File: src/rtl/fp_add_scheduler.sv
// fp_add_scheduler: round-robin front end for one shared combinational
// floating-point add/subtract datapath. It accepts one operation from one of two
// requesters, drives the operands to the datapath, and waits SETTLE_CYCLES
// edges for the result to settle. It then holds the captured result until the
// consumer takes it.
`timescale 1ns/1ps

module fp_add_scheduler #(
    parameter int unsigned SETTLE_CYCLES = 1
) (
    input  logic        clk,
    input  logic        rst,

    input  logic        req0_valid,
    output logic        req0_ready,
    input  logic [34:0] req0_data,

    input  logic        req1_valid,
    output logic        req1_ready,
    input  logic [34:0] req1_data,

    output logic [10:0] fp_inp1,
    output logic [10:0] fp_inp2,
    output logic        fp_sgn1,
    output logic        fp_sgn2,
    output logic [4:0]  fp_exp1,
    output logic [4:0]  fp_exp2,
    output logic        fp_op,

    input  logic [10:0] fp_out,
    input  logic        fp_sgnout,
    input  logic [5:0]  fp_outexp,

    output logic        rsp_valid,
    input  logic        rsp_ready,
    output logic        rsp_id,
    output logic [17:0] rsp_data,
    output logic [15:0] op_count
);

    localparam int unsigned CNT_W  = 4;
    localparam int unsigned REQ_W  = 35;
    localparam int unsigned RSP_W  = 18;
    localparam int unsigned OPC_W  = 16;

    typedef enum logic [1:0] {
        ST_IDLE  = 2'd0,
        ST_ISSUE = 2'd1,
        ST_DONE  = 2'd2
    } state_t;

    state_t             state_q, state_d;
    logic [CNT_W-1:0]   cnt_q, cnt_d;
    logic               last_grant_q, last_grant_d;
    logic [REQ_W-1:0]   opnd_q, opnd_d;
    logic               rsp_valid_q, rsp_valid_d;
    logic               rsp_id_q, rsp_id_d;
    logic [RSP_W-1:0]   rsp_data_q, rsp_data_d;
    logic [OPC_W-1:0]   op_count_q, op_count_d;

    logic               grant_c;
    logic               accept_c;
    logic               settled_c;
    logic               consume_c;

    // Round-robin pick: on contention the requester that did not win last time.
    always_comb begin
        grant_c = 1'b0;
        if (req0_valid && req1_valid) begin
            grant_c = ~last_grant_q;
        end else begin
            grant_c = ~req0_valid;
        end
    end

    assign settled_c = (cnt_q == CNT_W'(SETTLE_CYCLES - 1));
    assign consume_c = (state_q == ST_DONE) && rsp_ready;

    // State register.
    always_ff @(posedge clk) begin
        if (rst) begin
            state_q <= ST_IDLE;
        end else begin
            state_q <= state_d;
        end
    end

    // Next-state logic.
    always_comb begin
        state_d = state_q;
        case (state_q)
            ST_IDLE:  if (accept_c)  state_d = ST_ISSUE;
            ST_ISSUE: if (settled_c) state_d = ST_DONE;
            ST_DONE:  if (rsp_ready) state_d = ST_IDLE;
            default:                 state_d = ST_IDLE;
        endcase
    end

    // Handshake outputs and datapath register next values.
    always_comb begin
        req0_ready   = 1'b0;
        req1_ready   = 1'b0;
        cnt_d        = cnt_q;
        last_grant_d = last_grant_q;
        opnd_d       = opnd_q;
        rsp_valid_d  = rsp_valid_q;
        rsp_id_d     = rsp_id_q;
        rsp_data_d   = rsp_data_q;
        op_count_d   = op_count_q;

        if (state_q == ST_IDLE) begin
            req0_ready = req0_valid && !grant_c;
            req1_ready = req1_valid &&  grant_c;
        end
        accept_c = req0_ready || req1_ready;

        case (state_q)
            ST_IDLE: begin
                if (accept_c) begin
                    opnd_d       = grant_c ? req1_data : req0_data;
                    rsp_id_d     = grant_c;
                    last_grant_d = grant_c;
                    cnt_d        = '0;
                end
            end
            ST_ISSUE: begin
                cnt_d = cnt_q + CNT_W'(1);
                if (settled_c) begin
                    rsp_data_d  = {fp_sgnout, fp_outexp, fp_out};
                    rsp_valid_d = 1'b1;
                end
            end
            ST_DONE: begin
                if (consume_c) begin
                    rsp_valid_d = 1'b0;
                    op_count_d  = op_count_q + OPC_W'(1);
                end
            end
            default: ;
        endcase
    end

    // Datapath registers; reset drops any operation in flight.
    always_ff @(posedge clk) begin
        if (rst) begin
            cnt_q        <= '0;
            last_grant_q <= 1'b1;
            opnd_q       <= '0;
            rsp_valid_q  <= 1'b0;
            rsp_id_q     <= 1'b0;
            rsp_data_q   <= '0;
            op_count_q   <= '0;
        end else begin
            cnt_q        <= cnt_d;
            last_grant_q <= last_grant_d;
            opnd_q       <= opnd_d;
            rsp_valid_q  <= rsp_valid_d;
            rsp_id_q     <= rsp_id_d;
            rsp_data_q   <= rsp_data_d;
            op_count_q   <= op_count_d;
        end
    end

    assign fp_op     = opnd_q[34];
    assign fp_sgn1   = opnd_q[33];
    assign fp_exp1   = opnd_q[32:28];
    assign fp_inp1   = opnd_q[27:17];
    assign fp_sgn2   = opnd_q[16];
    assign fp_exp2   = opnd_q[15:11];
    assign fp_inp2   = opnd_q[10:0];

    assign rsp_valid = rsp_valid_q;
    assign rsp_id    = rsp_id_q;
    assign rsp_data  = rsp_data_q;
    assign op_count  = op_count_q;

endmodule
File: config.mk
export PLATFORM = sky130hd
export DESIGN_NAME = fp_add_scheduler
export DESIGN_NICKNAME = d
export VERILOG_FILES = /design/src/rtl/fp_add_scheduler.sv
export SDC_FILE = /design/constraint.sdc
export NUM_CORES = 1
export LEC_CHECK = 0
export ABC_AREA = 0
export CAP_MARGIN = 10
export CORE_ASPECT_RATIO = 1.75
export CORE_UTILIZATION = 40
export DETAILED_ROUTE_END_ITERATION = 8
export MAX_ROUTING_LAYER = met4
export PLACE_DENSITY = 0.83
export SETUP_SLACK_MARGIN = 0.02
export SYNTH_ARGS = -nofsm -noshare
export SYNTH_HDL_FRONTEND = slang
export SYNTH_SLANG_ARGS = --single-unit
export TNS_END_PERCENT = 1
File: constraint.sdc
create_clock -name clk -period 2.9 [get_ports clk]
set_input_delay 0.87 -clock clk [delete_from_list [all_inputs] [get_ports clk]]
set_output_delay 0.87 -clock clk [all_outputs]
set_load 0.005 [all_outputs]
**Word-level counts from Yosys, hierarchy flattened**

Cells that the tools add are included.

- Memory bits (read-only): 0
- Bits in writable memories: 0
- Latch bits: 0
- Memories: 0
- Input port bits: 93
- Word-level logic and storage cells: 47
- Register bits: 78
- Output and inout port bits: 73

- Bitwise logic cells: 2
- Order comparisons: 0
- Div/mod/pow operators: 0
- Reductions and logical operators: 16
- Eq/ne operators: 6
- Add/subtract/negate cells: 2
- Muxes and demuxes: 13
- Multipliers: 0
- Shift-type cells: 0

Operators by type and width:

| kind | count |
|---|---|
| $mux 35 | 1 |
| $add 16x1->16 const B | 1 |
| $ne 2x2->1 const B | 4 |
| $pmux 4 s2 | 1 |
| $reduce_and 2->1 | 4 |
| $mux 2 | 3 |
| $pmux 2 s3 | 1 |
| $reduce_and 3->1 | 2 |
| $mux 1 | 5 |
| $add 4x1->4 const B | 1 |
| $logic_and 1x1->1 | 4 |
| $logic_not 4->1 | 1 |
| $mux 4 | 1 |
| $reduce_bool 2->1 | 2 |
| $eq 2x1->1 const B | 1 |
| $eq 2x2->1 const B | 1 |
| $logic_not 2->1 | 1 |
| $not 1->1 | 2 |
| $pmux 1 s2 | 1 |
| $logic_not 1->1 | 1 |
| $logic_or 1x1->1 | 1 |

**Logic depth before layout (Yosys ltp)**

Gate-level depths: netlist of the first run.

- Depth after elaboration: 8
- Depth in mapped cells: 7
- Depth with buffers taken out: 5

**Worst setup path after synthesis of the first run**

No wires, ideal clock.

- Kind: in2out
- From: input req1_valid
- To: output req1_ready
- Setup slack: 0.323 ns
- Required time: 2.030 ns
- Cell stages on the path: 5
- Buffers on the path: 2
- Data arrival time: 1.707 ns
- Path through: inv_1 > o21ai_0 > buf_2 > buf_2 > and3_1

- Cells in the longest elaborated chain, start to end: 4

Ends and longest elaborated chain:

| item | RTL line | source |
|---|---|---|
| start, declared | 18 | `input logic req1_valid,` |
| $logic_and 1x1->1 | 69 | `if (req0_valid && req1_valid) begin` |
| $mux 1 | 69 |  |
| $logic_and 1x1->1 (*) | 113 | `req1_ready = req1_valid && grant_c;` |
| $mux 1 (*) | 111 | `if (state_q == ST_IDLE) begin` |
| end, declared | 19 | `output logic req1_ready,` |

Every way passes the cells marked *; elsewhere a longest branch is shown, timed or not.

**Final worst setup path of the first run**

- From: input req0_valid
- To: output req1_ready

- Cells in the longest elaborated chain, start to end: 4
- Elaborated cells on any way between the ends: 5
- Those cells by class: mux: 2; bitwise: 1; reduce/logical: 2

Ends and longest elaborated chain:

| item | RTL line | source |
|---|---|---|
| start, declared | 14 | `input logic req0_valid,` |
| $logic_and 1x1->1 / $not 1->1 (equally long branches) | 69, 72 |  |
| $mux 1 (*) | 69 |  |
| $logic_and 1x1->1 (*) | 113 |  |
| $mux 1 (*) | 111 |  |

Marked as above.

==> out/results.ini, run 1 <==
[detailed_routing]
ant_nets=0
totalWireLength_um=8790
drt-initial-drc-count=177
drt_drc_violations_left=0
first_pass_iters=4
num_vias=3173
wl_per_cell_um=14.2
post_drt_via_cell_ratio=5.13

[clocking]
cts_buffers=9
postCtsHoldBufs=0
h-tree-depth=3
cts_tree=done
path_clk_slew_ps=60
insertion_delay_ps=330
cts_root_buffer=clkbuf_16
clock-sinks=78
clockBufferDepth=2

[synth]
syn_inst=367
async_reset_ff_share_pct=0
syn_nets=463
ys_ff_latch=78
ys_seq_area_share_pct=47.6
synth_ff_type=dfxtp_1
syn_area_um2=3280
synth_edf_count=0
yosysUniqueCellTypes=32
yosysWarningCount=0
syn_avg_cell_area_um2=8.93

[global_routing]
grt_use_total_pct=20.8
grt_max_degree=71
antenna_found_initial=0
grt-ovfl-total=0
grt_pass1_wl_um=13600
grt_pass1_vias=3108

[critical_path]
cp-startpoint=req0_valid
reg2reg_depth=4
cp_slowest_cell=dlygate4sd2_1
crit_chain=dlygate4sd2_1 -> o21ai_4 -> and3_4 -> dlygate4sd2_1
end_kind=output pin
arrival_ps=1650
critPathTopFamily=buffers and inverters
r2r_start=state_q[0]$_SDFFE_PP0P_
critPathKind=in -> out
rrSetupSlack_ps=880
timing.rr.end=rsp_data[2]$_SDFFE_PP0P_
cp_max_fo=3
cp.required_ps=2030
start_kind=primary input
cp_num_buf_inv=2
critPathMaxStageDelay_ps=270
crit_top_cell=dlygate4sd2_1

[timing]
setup_violations=0
fin_crit_sh_pct=86.8
finClkSkew_ps=7.38
worst_slew_pin_slew_ps=748
hold_ws_ps=454
rsz0062_at_grt=no
drv_slew=0
relSlewSlack_pct=50.0
hold_violations=0
max_freq_mhz=397
post-route-min-period_ps=2520

[finish]
postLayoutCoreUtil_pct=67.2
drive_above_1_share_pct=6.81
syn2layout_area_growth_pct=62.1
fillCellCount=641
final_nets=621
antenna_cells=0

[floorplan]
rows=43
dieArea_um2=8580
start_util_pct=41.4
chipHeight_um=122
ios=166
die_w_um=70.4
core_area_um2=7910

[worst_hold_path]
hp-class=reg -> reg
hold_end=rsp_data[14]$_SDFFE_PP0P_
worstHoldStart=rsp_data[14]$_SDFFE_PP0P_
holdPathStages=2

[job]
drv_cap=0

[pwr]
p_per_area_nw_per_um2=559
p_leak_nw=2.07
vdd_drop_max_v=0.000354
power_mw=2.97

[placement]
portBuffers=165
dp_hpwl_um=6520
routabilityCongestion=0.770

[outcome]
outcome=complete, no violations

==> report_power, final <==
| part | leakage, nW | total [mW] | internal [mW] | switching (mW) |
|---|---|---|---|---|
| registers | 0.641 | 1.23 | 1.17 | 0.0577 |
| logic | 1.30 | 0.652 | 0.382 | 0.270 |
| clock network | 0.131 | 1.09 | 0.663 | 0.426 |
==> metrics by stage <==
step,instance area (um^2),setup TNS [ps],setup slack (ps),std cells
floorplan,3280,0,323,367
global placement,5010,-301,-153,603
detailed placement,5010,-448,-246,603
CTS,5310,0,12.1,619
global route,5310,0,360,619
finish,5310,0,382,619
==> timing repair <==
item                       in CTS  in global routing
setup endpoints to repair       2                  1
setup buffers                   1                  0
pin swaps                       1                  1
gates cloned                    0                  0
gates resized for setup         5                  2
==> routing by layer <==
metal  wire (um)  global-route usage [%]  vias up
li1            -                       -     1597
met1        3280                    20.0     1455
met2        4990                    39.5      108
met3         343                    4.22       13
met4         179                    8.75        0
met5           0                       -        -
==> layout make-up <==
cell class	instances	area, um^2	share of cell area, %
Tap cell	90	113	2.12
Clock inverter	5	61.3	1.15
Clock buffer	10	229	4.31
Timing Repair Buffer	173	1720	32.3
Multi-Input combinational cell	256	1610	30.2
Inverter	7	26.3	0.494
Sequential cell	78	1560	29.4
==> logic make-up after synthesis <==
kind of cell | synth area share, %
AOI/OAI and AO/OA | 13.9
xor gates and xnor gates | 2.40
adders and majority gates | 1.15
buffers and inverters | 4.08
DFF | 47.6
muxes | 12.0
and+or+nand+nor | 18.8
==> Yosys cell counts (all sizes together) (2+ instances only) <==
cell	count	area share, %
a21oi	30	4.6
nand3	7	1.1
mux2i	36	11
ha	3	1.1
or4	2	0.57
o21ai	6	0.92
nand2	44	5.0
or3	7	1.3
nor3	6	0.92
inv	7	0.80
clkbuf	14	1.6
mux2	3	1.0
nand4	2	0.38
xnor2	3	0.80
dfxtp	78	48
buf	12	1.7
nor2b	4	0.76
a211oi	35	8.0
xor2	6	1.6
nor2	49	5.6
and3	4	0.76
==> state kept, by name, indices dropped and copies added (netlist names) <==
signal        count
rsp_id            1
op_count         16
last_grant_q      1
state_q           2
rsp_valid         1
cnt_q             4
rsp_data         18
opnd_q           35
==> placed cells by master (no fill, tap or decap), types with 2 or more instances in the layout <==
master,n
a211oi_1,35
nor3_1,5
nand2_1,44
o21ai_0,5
clkbuf_16,9
dlygate4sd2_1,3
ha_1,3
and3_1,3
nor2_1,49
or3_1,7
clkinvlp_4,3
buf_4,7
xnor2_1,3
nand3_1,7
nand4_1,2
a21oi_1,30
inv_1,6
xor2_1,6
nor2b_1,4
mux2i_1,36
dfxtp_1,78
clkdlybuf4s50_1,160
mux2_2,3
==> worst max path at each step <==
stage | to | slack (ps) | cells past startpoint
finish | req1_ready | 380 | 4
global route | req1_ready | 360 | 4
CTS | req1_ready | 10 | 5
detailed placement | req0_ready | -250 | 4
global placement | req1_ready | -150 | 5
floorplan | req1_ready | 320 | 5
==> tightest hold or removal path, stage by stage (launching register included) <==
cell     delay [ps]
dfxtp_1         310
nand2_1          50
a21oi_1          50
(Power assumes the default switching activity.)
==> run 2, diff against run 1 <==
==> constraint.sdc (replaced) <==
create_clock -name clk -period 2.6 [get_ports clk]
set_input_delay 0.78 -clock clk [delete_from_list [all_inputs] [get_ports clk]]
set_output_delay 0.78 -clock clk [all_outputs]
set_load 0.005 [all_outputs]
==> run 2 against run 1 <==
Against the previous run:
- total power grew 8.1%
- die area unchanged
- non-clock buffer count is 4 higher
- largest cell class unchanged
- highest routed layer unchanged
==> out/results.ini, run 2 (synthesized netlist as in run 1, its figures left out) <==
[critical_path]
cp-startpoint=req1_valid  ; was req0_valid
crit_chain=dlygate4sd2_1 -> inv_1 -> o21ai_4 -> and3_1 -> dlygate4sd2_1  ; was dlygate4sd2_1 -> o21ai_4 -> and3_4 -> dlygate4sd2_1
r2r_start=state_q[0]$_SDFFE_PP0P_  ; unchanged
timing.rr.end=rsp_data[13]$_SDFFE_PP0P_  ; was rsp_data[2]$_SDFFE_PP0P_
rrSetupSlack_ps=690  ; was 880 ps
cp_max_fo=3  ; unchanged
cp.required_ps=1820  ; was 2030 ps
reg2reg_depth=4  ; unchanged
critPathKind=in -> out  ; unchanged
end_kind=output pin  ; unchanged
crit_top_cell=dlygate4sd2_1  ; unchanged
start_kind=primary input  ; unchanged
crit_end=req1_ready  ; unchanged
cp_slowest_cell=dlygate4sd2_1  ; unchanged
arrival_ps=1640  ; was 1650 ps
critPathMaxStageDelay_ps=230  ; was 270 ps

[pwr]
vdd_drop_max_v=0.000435  ; was 0.000354 V
p_leak_nw=2.09  ; was 2.07 nW
p_per_area_nw_per_um2=603  ; was 559 nW/um^2
power_mw=3.21  ; was 2.97 mW

[finish]
final_common_cell=clkdlybuf4s50_1  ; unchanged
layout_common_cells=clkdlybuf4s50_1 (160), dfxtp_1 (78), nor2_1 (49), nand2_1 (44), mux2i_1 (36)  ; unchanged
drive_above_1_share_pct=7.30  ; was 6.81%
largest_reg_flops=35  ; unchanged
syn2layout_area_growth_pct=62.4  ; was 62.1%
seqCellArea_um2=1560  ; unchanged
final_cells=624  ; was 619
largest-register=opnd_q  ; unchanged
fillCellCount=650  ; was 641
multi_input_area_um2=1600  ; was 1610 um^2
postLayoutCoreUtil_pct=67.3  ; was 67.2%
antenna_cells=0  ; unchanged
final_nets=625  ; was 621

[worst_hold_path]
worstHoldStart=rsp_data[12]$_SDFFE_PP0P_  ; was rsp_data[14]$_SDFFE_PP0P_
hp-class=reg -> reg  ; unchanged

[clocking]
cts_tree=done  ; unchanged
clock-sinks=78  ; unchanged
clockBufferDepth=2  ; unchanged
cts_root_buffer=clkbuf_16  ; unchanged
h-tree-depth=3  ; unchanged
postCtsHoldBufs=0  ; unchanged
path_clk_slew_ps=60  ; about the same
insertion_delay_ps=320  ; was 330 ps
cts_buffers=9  ; unchanged

[global_routing]
antenna_found_initial=0  ; unchanged
grt_use_total_pct=20.4  ; was 20.8%
grt-ovfl-total=0  ; unchanged
grt_pass1_wl_um=13600  ; about the same
grt_max_degree=40  ; was 71
grt_pass1_vias=3064  ; was 3,108

[timing]
fin_crit_sh_pct=93.2
drv_slew=0  ; unchanged
post-route-min-period_ps=2420
max_freq_mhz=413
finClkSkew_ps=4.37  ; was 7.38 ps
hold_violations=0  ; unchanged
worst_slew_pin_slew_ps=615  ; was 748 ps
relSlewSlack_pct=59.0  ; was 50.0%
setup_violations=0  ; unchanged
rsz0062_at_grt=no  ; unchanged
hold_ws_ps=451  ; was 454 ps
fin_tns_setup_ps=0  ; unchanged

[detailed_routing]
totalWireLength_um=8490  ; was 8790 um
drt-initial-drc-count=136  ; was 177
num_vias=3226  ; was 3,173
first_pass_iters=4  ; unchanged
drt_drc_violations_left=0  ; unchanged
wl_per_cell_um=13.6  ; was 14.2 um
ant_nets=0  ; unchanged
post_drt_via_cell_ratio=5.17  ; was 5.13

[placement]
portBuffers=165  ; unchanged
routabilityCongestion=0.790  ; was 0.770
place_inst=607  ; was 603
dp_hpwl_um=6480  ; was 6520 um

[floorplan]
chipHeight_um=122  ; unchanged
die_w_um=70.4  ; unchanged
ios=166  ; unchanged
rows=43  ; unchanged
core_area_um2=7910  ; unchanged
dieArea_um2=8580  ; unchanged
start_util_pct=41.4  ; unchanged

[outcome]
outcome=complete, no violations  ; unchanged

[job]
drv_cap=0  ; unchanged

==> run 2: cell count changes in the layout (fill, tap and decap cells not counted) <==
| cell | delta |
|---|---|
| clkinvlp_4 | -1 |
| clkinv_2 | +3 |
| buf_12 | +1 |
| inv_1 | +1 |
| inv_2 | -1 |
| bufinv_16 | -1 |
| buf_4 | +3 |
| dlygate4sd2_1 | +1 |
| and3_4 | -1 |
| dlymetal6s2s_1 | -1 |
| and3_1 | +1 |
==> run 2: final cells by class <==
| type | count | share of cell area (%) |
|---|---|---|
| inverter | 7 | 0.493 |
| sequential | 78 | 29.3 |
| clock inverter | 6 | 0.728 |
| timing repair buffer | 177 | 33.0 |
| clock buffer | 10 | 4.30 |
| multi-input combinational | 256 | 30.1 |
| tap | 90 | 2.11 |
==> run 2: where the power goes <==
part,switching (mW),internal (mW),leakage (nW)
sequential,0.0641,1.31,0.641
combinational,0.298,0.437,1.32
clock,0.461,0.642,0.128
total,0.823,2.39,2.09
==> run 2: worst max-delay path, delay by kind of cell <==
| family | cells | cell delay, ps |
|---|---|---|
| buffers and inverters | 3 | 520 |
| AOI/OAI and AO/OA | 1 | 180 |
| and+or+nand+nor | 1 | 160 |
==> run 2: how the worst min path moves through the flow <==
stage | endpoint | slack [ps] | depth (start not counted)
after global placement | rsp_data[9]$_SDFFE_PP0P_ | 440 | 2
after detailed placement | rsp_data[12]$_SDFFE_PP0P_ | 450 | 2
after CTS | rsp_data[12]$_SDFFE_PP0P_ | 450 | 2
final | rsp_data[12]$_SDFFE_PP0P_ | 450 | 2
after global routing | rsp_data[10]$_SDFFE_PP0P_ | 460 | 2
after floorplan | rsp_data[0]$_SDFFE_PP0P_ | 450 | 2
==> run 2: per-layer routing <==
| metal | share of wire [%] | global-route usage (%) |
|---|---|---|
| met2 | 56 | 37.9 |
| met1 | 36 | 20.3 |
| met4 | 2.9 | 8.88 |
| met5 | 0 | - |
| met3 | 4.7 | 3.89 |
==> run 2: timing repair <==
item                                    CTS  global route
setup buffers                             1             0
gates resized for setup                   5             0
endpoints found under the setup margin    2             0
endpoints found under the hold margin     0             0
==> run 2: per-stage QoR <==
step | setup WS, ps | area [um^2]
after floorplan | 203 | 3280
after global placement | -272 | 5050
after detailed placement | -335 | 5050
after CTS | 166 | 5330
after global routing | 107 | 5330
final | 176 | 5330
